===== config.mk =====
export PLATFORM = sky130hd
export DESIGN_NAME = imm_rotate_encoder_flat
export DESIGN_NICKNAME = d
export VERILOG_FILES = /design/src/rtl/imm_rotate_encoder_if.sv /design/src/rtl/imm_rotate_encoder.sv /design/src/flat_wrapper.sv
export SDC_FILE = /design/constraint.sdc
export NUM_CORES = 1
export LEC_CHECK = 0
export CORE_UTILIZATION = 50
export CTS_CLUSTER_SIZE = 14
export DETAILED_ROUTE_END_ITERATION = 6
export GPL_TIMING_DRIVEN = 0
export PLACE_DENSITY = 0.72
export SYNTH_ARGS = -nofsm -noshare
export SYNTH_HDL_FRONTEND = slang
export SYNTH_SLANG_ARGS = --single-unit

===== constraint.sdc =====
create_clock -name clk -period 3.7 [get_ports clk]
set_input_delay 1.11 -clock clk [delete_from_list [all_inputs] [get_ports clk]]
set_output_delay 1.11 -clock clk [all_outputs]
set_load 0.01 [all_outputs]

===== src/rtl/imm_rotate_encoder_if.sv =====
// Request/result bundle for the rotated-immediate encoder.
// The master drives start/value; the slave (encoder) returns status and the 12-bit field.
interface imm_rotate_encoder_if;
    logic        start;
    logic [31:0] value;
    logic        busy;
    logic        done;
    logic        found;
    logic [11:0] shifter_operand;
    logic        carry_out;

    modport master (
        output start,
        output value,
        input  busy,
        input  done,
        input  found,
        input  shifter_operand,
        input  carry_out
    );

    modport slave (
        input  start,
        input  value,
        output busy,
        output done,
        output found,
        output shifter_operand,
        output carry_out
    );
endinterface


===== src/rtl/imm_rotate_encoder.sv =====
// Sequential search for the canonical ARM rotated-immediate encoding of a 32-bit constant.
// LANES even rotations are tested per clock; the lowest matching rotation wins.
module imm_rotate_encoder #(
    parameter int unsigned LANES = 1
) (
    input logic                 clk,
    input logic                 rst_n,
    imm_rotate_encoder_if.slave bus
);

    if (LANES != 1 && LANES != 2 && LANES != 4 && LANES != 8 && LANES != 16) begin : gen_bad_lanes
        $error("imm_rotate_encoder: LANES must be 1, 2, 4, 8 or 16");
    end

    typedef enum logic [1:0] {
        StIdle,
        StSearch,
        StDone
    } state_e;

    localparam logic [4:0] LanesStep = 5'(LANES);

    state_e      state_q;
    logic [31:0] val_q;
    logic [4:0]  rot_base_q;
    logic        busy_q;
    logic        done_q;
    logic        found_q;
    logic [11:0] operand_q;
    logic        carry_q;

    logic        hit;
    logic [3:0]  hit_rot;
    logic [7:0]  hit_imm;
    logic [3:0]  cand;
    logic [63:0] rol64;
    logic        last_chunk;

    // Scan lanes from highest to lowest so the lowest matching rotation is the one kept.
    // The upper half of {val,val} << 2r is ROL(val, 2r).
    always_comb begin
        hit     = 1'b0;
        hit_rot = '0;
        hit_imm = '0;
        cand    = '0;
        rol64   = '0;
        for (int i = int'(LANES) - 1; i >= 0; i--) begin
            cand  = rot_base_q[3:0] + 4'(i);
            rol64 = {val_q, val_q} << {cand, 1'b0};
            if (rol64[63:40] == 24'd0) begin
                hit     = 1'b1;
                hit_rot = cand;
                hit_imm = rol64[39:32];
            end
        end
    end

    assign last_chunk = (rot_base_q + LanesStep) == 5'd16;

    always_ff @(posedge clk or negedge rst_n) begin
        if (!rst_n) begin
            state_q    <= StIdle;
            val_q      <= '0;
            rot_base_q <= '0;
            busy_q     <= 1'b0;
            done_q     <= 1'b0;
            found_q    <= 1'b0;
            operand_q  <= '0;
            carry_q    <= 1'b0;
        end else begin
            case (state_q)
                StIdle: begin
                    done_q <= 1'b0;
                    if (bus.start) begin
                        val_q      <= bus.value;
                        rot_base_q <= '0;
                        busy_q     <= 1'b1;
                        state_q    <= StSearch;
                    end
                end
                StSearch: begin
                    if (hit) begin
                        found_q   <= 1'b1;
                        operand_q <= {hit_rot, hit_imm};
                        carry_q   <= (hit_rot != 4'd0) & val_q[31];
                        busy_q    <= 1'b0;
                        done_q    <= 1'b1;
                        state_q   <= StDone;
                    end else if (last_chunk) begin
                        found_q   <= 1'b0;
                        operand_q <= '0;
                        carry_q   <= 1'b0;
                        busy_q    <= 1'b0;
                        done_q    <= 1'b1;
                        state_q   <= StDone;
                    end else begin
                        rot_base_q <= rot_base_q + LanesStep;
                    end
                end
                StDone: begin
                    done_q  <= 1'b0;
                    state_q <= StIdle;
                end
                default: begin
                    busy_q  <= 1'b0;
                    done_q  <= 1'b0;
                    state_q <= StIdle;
                end
            endcase
        end
    end

    assign bus.busy            = busy_q;
    assign bus.done            = done_q;
    assign bus.found           = found_q;
    assign bus.shifter_operand = operand_q;
    assign bus.carry_out       = carry_q;

endmodule


===== src/flat_wrapper.sv =====
// flat-port wrapper written by rule: the top's interface ports become plain ports
module imm_rotate_encoder_flat 
#(
    parameter int unsigned LANES = 1
)
  (clk, rst_n, bus_start, bus_value, bus_busy, bus_done, bus_found, bus_shifter_operand, bus_carry_out);
  imm_rotate_encoder_if bus_i ();
  input logic clk;
  input logic rst_n;
  input wire logic [$bits(bus_i.start)-1:0] bus_start;
  input wire logic [$bits(bus_i.value)-1:0] bus_value;
  output wire logic [$bits(bus_i.busy)-1:0] bus_busy;
  output wire logic [$bits(bus_i.done)-1:0] bus_done;
  output wire logic [$bits(bus_i.found)-1:0] bus_found;
  output wire logic [$bits(bus_i.shifter_operand)-1:0] bus_shifter_operand;
  output wire logic [$bits(bus_i.carry_out)-1:0] bus_carry_out;
  assign bus_i.start = bus_start;
  assign bus_i.value = bus_value;
  assign bus_busy = bus_i.busy;
  assign bus_done = bus_i.done;
  assign bus_found = bus_i.found;
  assign bus_shifter_operand = bus_i.shifter_operand;
  assign bus_carry_out = bus_i.carry_out;
  imm_rotate_encoder #(.LANES(LANES)) u_core (.clk(clk), .rst_n(rst_n), .bus(bus_i));
endmodule

[Word level (Yosys, flattened, before mapping)]
Index checks and enable logic that the tools add are counted.
Storage, ports and cells
  flip-flop bits (word level): 55
  bits of input ports: 35
  output and inout port bits: 16
  logic and storage cells: 51
Operators by class
  add/subtract/negate cells: 1
  equality and inequality tests: 7
  shift-type cells: 1
  muxes and demuxes: 22
  bitwise gates (word level): 2
  reductions and logical operators: 10
Operators by type and width (number)
  $shl A64 B5 Y64: 1
  $logic_not A24 Y1: 1
  $mux W12: 2
  $mux W5: 3
  $pmux W5 S2: 1
  $mux W1: 9
  $mux W8: 1
  $mux W2: 3
  $ne A2 B2 Y1 const B: 3
  $reduce_and A2 Y1: 3
  $add A5 B1 Y5 const B: 1
  $eq A5 B5 Y1 const B: 1
  $mux W4: 1
  $pmux W2 S2: 1
  $reduce_and A4 Y1: 1
  $reduce_bool A2 Y1: 2
  $reduce_bool A4 Y1: 1
  $ne A3 B1 Y1 const B: 1
  $pmux W1 S3: 1
  $reduce_and A3 Y1: 1
  $eq A2 B1 Y1 const B: 1
  $eq A2 B2 Y1 const B: 1
  $logic_not A2 Y1: 1
  $and A1 B1 Y1: 1
  $not A1 Y1: 1

[Longest topological paths before layout]
Gate-level depths: netlist of the first run.
  depth after elaboration: 6
  mapped depth: 12
  depth with buffers taken out: 7

[Worst setup path before layout of the first run]
OpenSTA, ideal clock, no wires.
  kind: reg-to-reg
  start: reg u_core.rot_base_q[2]
  end: reg u_core.operand_q[9] (netlist: u_core.bus.shifter_operand[9])
  library setup time: 143 ps
  arrival: 2393 ps
  required time: 3557 ps
  setup slack: 1163 ps
  cell stages (with the launch flop): 9
  path buffers: 3
  period minus slack after synthesis: 2537 ps
  cell sequence: dfrtp_1 -> clkbuf_1 -> clkbuf_1 -> mux4_2 -> mux2_2 -> o41ai_4 -> nand3_4 -> buf_6 -> mux2i_1
On the way
  cells in the longest elaborated chain, start to end: 5
  elaborated cells between the ends (all ways): 9
  those cells by class: 1 x add/sub; 1 x eq/ne; 1 x shift; 3 x mux; 3 x reduce/logical
Ends and longest elaborated chain
  from (decl): RTL line imm_rotate_encoder.sv:25  | logic [4:0] rot_base_q;
  from (signal assigned): RTL line imm_rotate_encoder.sv:97  | rot_base_q <= rot_base_q + LanesStep;
  $shl A64 B5 Y64: RTL line imm_rotate_encoder.sv:49  | rol64 = {val_q, val_q} << {cand, 1'b0};
  $logic_not A24 Y1: RTL line imm_rotate_encoder.sv:50  | if (rol64[63:40] == 24'd0) begin
  $mux W1: RTL line imm_rotate_encoder.sv:50
  $reduce_bool A2 Y1 (no source line)
  $reduce_and A2 Y1 (no source line)
  to (signal assigned): RTL line imm_rotate_encoder.sv:84  | operand_q <= {hit_rot, hit_imm};
  to (decl): RTL line imm_rotate_encoder.sv:29  | logic [11:0] operand_q;
Parallel ways exist; a longest one is shown, timed or not.
A chain may end at the register's enable or synchronous reset.

[Worst setup path in the final report of the first run]
  start: reg u_core.rot_base_q[2]
  end: reg u_core.rot_base_q[2]
On the way
  cells in the longest elaborated chain, start to end: 5
  elaborated cells between the ends (all ways): 11
  those cells by class: 1 x add/sub; 3 x eq/ne; 1 x shift; 4 x mux; 2 x reduce/logical
Ends and longest elaborated chain (RTL line)
  $shl A64 B5 Y64: imm_rotate_encoder.sv:49
  $logic_not A24 Y1: imm_rotate_encoder.sv:50
  $mux W1: imm_rotate_encoder.sv:50
  $ne A2 B2 Y1 (no source line)
  $reduce_and A4 Y1 (no source line)
Parallel ways exist; a longest one is shown, timed or not. The select of a mux whose other input is x is not followed.

==> out/metrics.cfg, run 1 <==
[run_status]
status=finished, final reports clean

[routing]
wirelength_um=9550
top_layer=met4
vias=3224
drtPass1Iterations=5
m1WireLength_um=4100
wl_met2_um=4550
initialDrtViolationCount=251
drc=0
wl_met3_um=670
ant_nets=0
vias_per_cell=5.90
post_drt_wl_per_cell_um=17.5

[layout]
drive_above_1_share=0.107
syn2layout_area_growth_pct=20.2
nFillCells=617
final_nets=486
antenna_cells=0
stdcell_count=546
design_area_um2=4400

[synth]
synth.mux.area_fraction=0.238
synthCells=392
yosysMostFrequentCell=nand2_1
synth_top_family_by_area=simple AND/OR/NAND/NOR gates
synth_area_leaders=dfrtp_1 (38%), nand2_1 (13%), mux4_2 (9.8%)
yosysSeqAreaShare=0.376
synth_xor_area_frac=0.00478
avgSynthCellArea_um2=9.34
synth_commonest_cells=nand2_1 (130), dfrtp_1 (55), mux2i_1 (21), nor2_1 (21), nor3_1 (19)
yosys.area_share.simple=0.242
syn_nets=428
ys.flop_type=dfrtp_1
synth-compound-area-share=0.0926
synth.distinct_cells=45
ys_ff_latch=55
synth_edf_count=0
netlist_area_um2=3660
synth_top_cell_area_share=0.376
yosys.area_share.adder=0.00342
yosysWarnings=0
synth_top_area_cell=dfrtp_1
async_flop_share=1.00

[global_route]
globalRouteTotalUtil=0.278
grt_pass1_vias=3098
grt_max_degree=31
grt-ovfl-total=0
grt_pass1_wl_um=16200
antenna_found_initial=0

[placed_design]
dpl.cell_count=539
dpl-instance-area_um2=4300
place_congestion=0.954
portBuffers=50
dp_hpwl_um=7170

[die]
pin_count=51
die_w_um=87.6
fp.dieH_um=87.6
die_area_um2=7670
rows=30
initial_utilization=0.527
coreArea_um2=6940

[sta]
hold_violations=0
slew_viol_final=0
skew_ps=11.0
report.final.setup_viol=0
tightest_slew_ps=602
rsz0062_at_grt=no
period_minus_slack_ps=3160
whs_ps=485
finalSetupTns_ps=0
post-route-period-util=0.853
relSlewSlack=0.599
clock.fmax_mhz=317

[critical_path]
rr_worst_depth=9
critPathMaxFanout=10
cp.required_ps=3880
cp.arrival_ps=3330
critPathKind=register to register
crit_path_start_kind=register
endpoint_kind=register

[power_and_ir_drop]
peakVddDrop_uv=356
total_power_mw=3.81
power_density_nw_per_um2=867
p_leak_nw=2.01

[hold_path]
min_path_cells=2
hold_class=register to register

[cts]
cts_tree=built
clock_latency_ps=320
clock_path_buffers=2
h-tree-depth=2
cts_resized=0
cts-buffers-inserted=5
clkTransAtPathRegs_ps=100
cts_sinks=55
postCtsSetupRepairBufs=0
hold_buffers=0
cts_root_buf=clkbuf_8

[flow_run]
maxCapViolCount=0

[stage by stage]
step,utilization,setup WS (ps)
global placement,0.617,-113
CTS,0.634,564
detailed placement,0.619,590
global route,0.634,364
floorplan,-,1160
finish,0.634,545
[final timing paths]
path / from / endpoint / slack, ps
max in group asynchronous: rst_n / u_core.val_q[26] / 2340
worst max register to register: u_core.rot_base_q[2] / u_core.rot_base_q[2] / 540
min in group asynchronous: rst_n / u_core.state_q[1] / 800
worst min register to register: u_core.bus.found / u_core.bus.found / 490
worst min-delay path: u_core.bus.found / u_core.bus.found / 490
worst max-delay path: u_core.rot_base_q[2] / u_core.rot_base_q[2] / 540
[worst max-delay path, cell delays in order (launching register included)]
cell,delay (ps)
dfrtp_1,330
clkbuf_1,300
clkbuf_1,500
mux4_2,390
mux2i_1,290
o2111ai_1,150
nand3b_1,220
a22oi_4,320
a21oi_1,100
o311ai_0,400
[per-layer routing]
metal	up-vias	GRT usage
li1	1514	-
met1	1536	0.390
met2	152	0.447
met3	22	0.0396
met4	0	0.0969
met5	-	0
[cells in the final DEF, fill, tap and decap left out, types with 3 or more instances in the layout]
cell type / instances
dfrtp_1: 55
mux4_2: 16
nand3_1: 9
o21ai_0: 10
nor3_1: 19
nor3b_1: 8
clkbuf_1: 17
clkbuf_8: 5
a21oi_1: 9
nand2_1: 130
and2_1: 3
buf_6: 4
nor2_1: 21
buf_2: 9
mux4_1: 8
o211ai_1: 4
o22ai_1: 4
or3_1: 3
mux2i_1: 21
mux2_2: 8
clkdlybuf4s50_1: 49
[where the power goes]
group | switching [mW] | internal, mW
logic | 1.19 | 1.06
clock network | 0.191 | 0.199
registers | 0.351 | 0.823
[registers in the layout, indices dropped and copies added, names as in the netlist]
name,cells
u_core.bus.done,1
u_core.bus.carry_out,1
u_core.rot_base_q,5
u_core.bus.found,1
u_core.bus.shifter_operand,12
u_core.bus.busy,1
u_core.state_q,2
u_core.val_q,32
[final cells by class]
class	instances	area (µm²)	area share
Multi-Input combinational cell	305	2130	0.483
Sequential cell	55	1380	0.313
Timing Repair Buffer	51	515	0.117
Buffer	28	145	0.0330
Tap cell	96	120	0.0273
Clock buffer	6	72.6	0.0165
Clock inverter	1	30.0	0.00682
Inverter	4	15.0	0.00341
[kinds of logic after synthesis]
group / after synthesis
AO/OA/AOI/OAI: 45
XOR/XNOR: 2
adder cells (fa/ha/maj): 1
buffers and inverters: 32
flip-flops: 55
multiplexers: 53
AND/OR/NAND/NOR: 204
Power figures use the tool's default switching activity.
==> run 2, diff against run 1 <==
--- a/config.mk
+++ b/config.mk
@@ -10,6 +10,7 @@
 export DETAILED_ROUTE_END_ITERATION = 6
 export GPL_TIMING_DRIVEN = 0
 export PLACE_DENSITY = 0.72
+export RECOVER_POWER = 25
 export SYNTH_ARGS = -nofsm -noshare
 export SYNTH_HDL_FRONTEND = slang
 export SYNTH_SLANG_ARGS = --single-unit
==> run 2 against run 1 <==
Effect of this change: first-iteration DRC count did not move; clock skew about the same; sequential power is essentially flat; final cell count unchanged; design area about the same; critical path type unchanged; critical endpoint is now u_core.bus.shifter_operand[9]; largest power group unchanged.
==> out/metrics.cfg, run 2 (same netlist as run 1, synthesis figures left out) <==
[sta]
report.final.setup_viol=0  ; unchanged
post-route-period-util=0.853  ; about the same
clock.fmax_mhz=317  ; about the same
tightest_slew_ps=1440  ; +836 ps
relSlewSlack=0.0418  ; -0.557
period_minus_slack_ps=3160  ; -0.213 ps
timing.final.ws_setup_ps=545  ; +0.213 ps
rsz0062_at_grt=no
skew_ps=11.0  ; +0.000200 ps
slew_viol_final=0  ; unchanged
hold_violations=0  ; unchanged

[power_and_ir_drop]
total_power_mw=3.81  ; about the same
p_leak_nw=2.01  ; -0.14%
peakVddDrop_uv=356  ; about the same
power_density_nw_per_um2=867  ; about the same

[run_status]
status=finished, final reports clean

[die]
initial_utilization=0.527  ; unchanged
fp.dieH_um=87.6  ; unchanged
die_w_um=87.6  ; unchanged
rows=30  ; unchanged
coreArea_um2=6940  ; unchanged
die_area_um2=7670  ; unchanged
pin_count=51  ; unchanged

[cts]
cts_root_buf=clkbuf_8
postCtsSetupRepairBufs=0  ; unchanged
cts_resized=0  ; unchanged
clkTransAtPathRegs_ps=100  ; about the same
cts-buffers-inserted=5  ; unchanged
hold_buffers=0  ; unchanged
cts_tree=built
clock_latency_ps=320  ; about the same
h-tree-depth=2  ; unchanged
clock_path_buffers=2  ; unchanged
cts_sinks=55  ; unchanged

[critical_path]
rr_startpoint=u_core.rot_base_q[2]
cp.arrival_ps=3320  ; about the same
critPathMaxFanout=10  ; unchanged
endpoint_kind=register
r2r_end=u_core.bus.shifter_operand[9]
reg2reg_slack_ps=540  ; about the same
rr_worst_depth=10  ; +1
critPathKind=register to register
cp-startpoint=u_core.rot_base_q[2]
cp.required_ps=3870  ; about the same
crit_end=u_core.bus.shifter_operand[9]
crit_path_start_kind=register

[layout]
fin_util=0.634  ; about the same
final_common_cell=nand2_1
largest_reg_flops=32  ; unchanged
layout_common_cells=nand2_1 (130), dfrtp_1 (55), clkdlybuf4s50_1 (49)
stdcell_count=546  ; unchanged
drive_above_1_share=0.104  ; -0.00222
design_area_um2=4400  ; about the same
syn2layout_area_growth_pct=20.1  ; about the same
antenna_cells=0  ; unchanged
final_nets=486  ; unchanged
top_register=u_core.val_q

[routing]
post_drt_wl_per_cell_um=17.5  ; about the same
wirelength_um=9550  ; about the same
vias_per_cell=5.91  ; about the same
initialDrtViolationCount=251  ; unchanged
drtPass1Iterations=5  ; unchanged
vias=3226  ; +0.062%
drc=0  ; unchanged
ant_nets=0  ; unchanged

[global_route]
antenna_found_initial=0  ; unchanged
grt_pass1_wl_um=16200  ; unchanged
grt_pass1_vias=3098  ; unchanged
grt-ovfl-total=0  ; unchanged
globalRouteTotalUtil=0.278  ; unchanged
grt_max_degree=31  ; unchanged

[flow_run]
maxCapViolCount=0  ; unchanged

[placed_design]
dpl-instance-area_um2=4300  ; unchanged
dp_hpwl_um=7170  ; unchanged
portBuffers=50  ; unchanged
place_congestion=0.954  ; unchanged
dpl.cell_count=539  ; unchanged
dp_worst_setup_slack_ps=590  ; unchanged

[hold_path]
hold_class=register to register

run 2: cell count changes in the layout (fill, tap and decap cells not counted):
cell / previous run / this run
buf_2: 9 / 8
clkbuf_1: 17 / 18
run 2: how the worst min path moves through the flow:
stage	start	to	slack [ps]	cells past startpoint
final	u_core.bus.found	u_core.bus.found	490	2
after global routing	u_core.bus.found	u_core.bus.found	520	2
after CTS	u_core.bus.found	u_core.bus.found	490	2
after detailed placement	u_core.bus.found	u_core.bus.found	470	2
after global placement	u_core.bus.found	u_core.bus.found	460	2
after floorplan	u_core.val_q[9]	u_core.val_q[9]	480	2
run 2: per-stage QoR:
stage / hold WS [ps] / setup TNS [ps]
floorplan: 477 / 0
global placement: 463 / -5970
detailed placement: 467 / 0
CTS: 489 / 0
global route: 518 / 0
finish: 485 / 0
run 2: routing by layer:
| layer | wire length [µm] | up-vias | part of all wire | track usage |
|---|---|---|---|---|
| li1 | - | 1514 | - | - |
| met4 | 228 | 0 | 0.024 | 0.0969 |
| met5 | 0 | - | 0 | 0 |
| met2 | 4540 | 152 | 0.48 | 0.447 |
| met1 | 4100 | 1538 | 0.43 | 0.390 |
| met3 | 673 | 22 | 0.070 | 0.0396 |
run 2: power by group:
part	internal [mW]	total [mW]	switching (mW)
Sequential	0.823	1.17	0.351
Clock	0.199	0.390	0.191
Combinational	1.06	2.25	1.19
run 2: worst max-delay path, cell delays in order, from the launching register on:
cell,delay (ps)
dfrtp_1,330
clkbuf_1,300
clkbuf_1,500
mux4_2,390
mux2i_1,290
o2111ai_1,150
nand3b_1,220
a22oi_4,320
nand3_4,170
buf_6,200
mux2i_1,120
run 2: area by class of cell:
class | count | area [µm²]
Clock inverter | 1 | 30.0
Inverter | 4 | 15.0
Multi-Input combinational cell | 305 | 2130
Tap cell | 96 | 120
Buffer | 28 | 145
Sequential cell | 55 | 1380
Fill cell | 616 | 2540
Clock buffer | 6 | 72.6
Timing Repair Buffer | 51 | 514
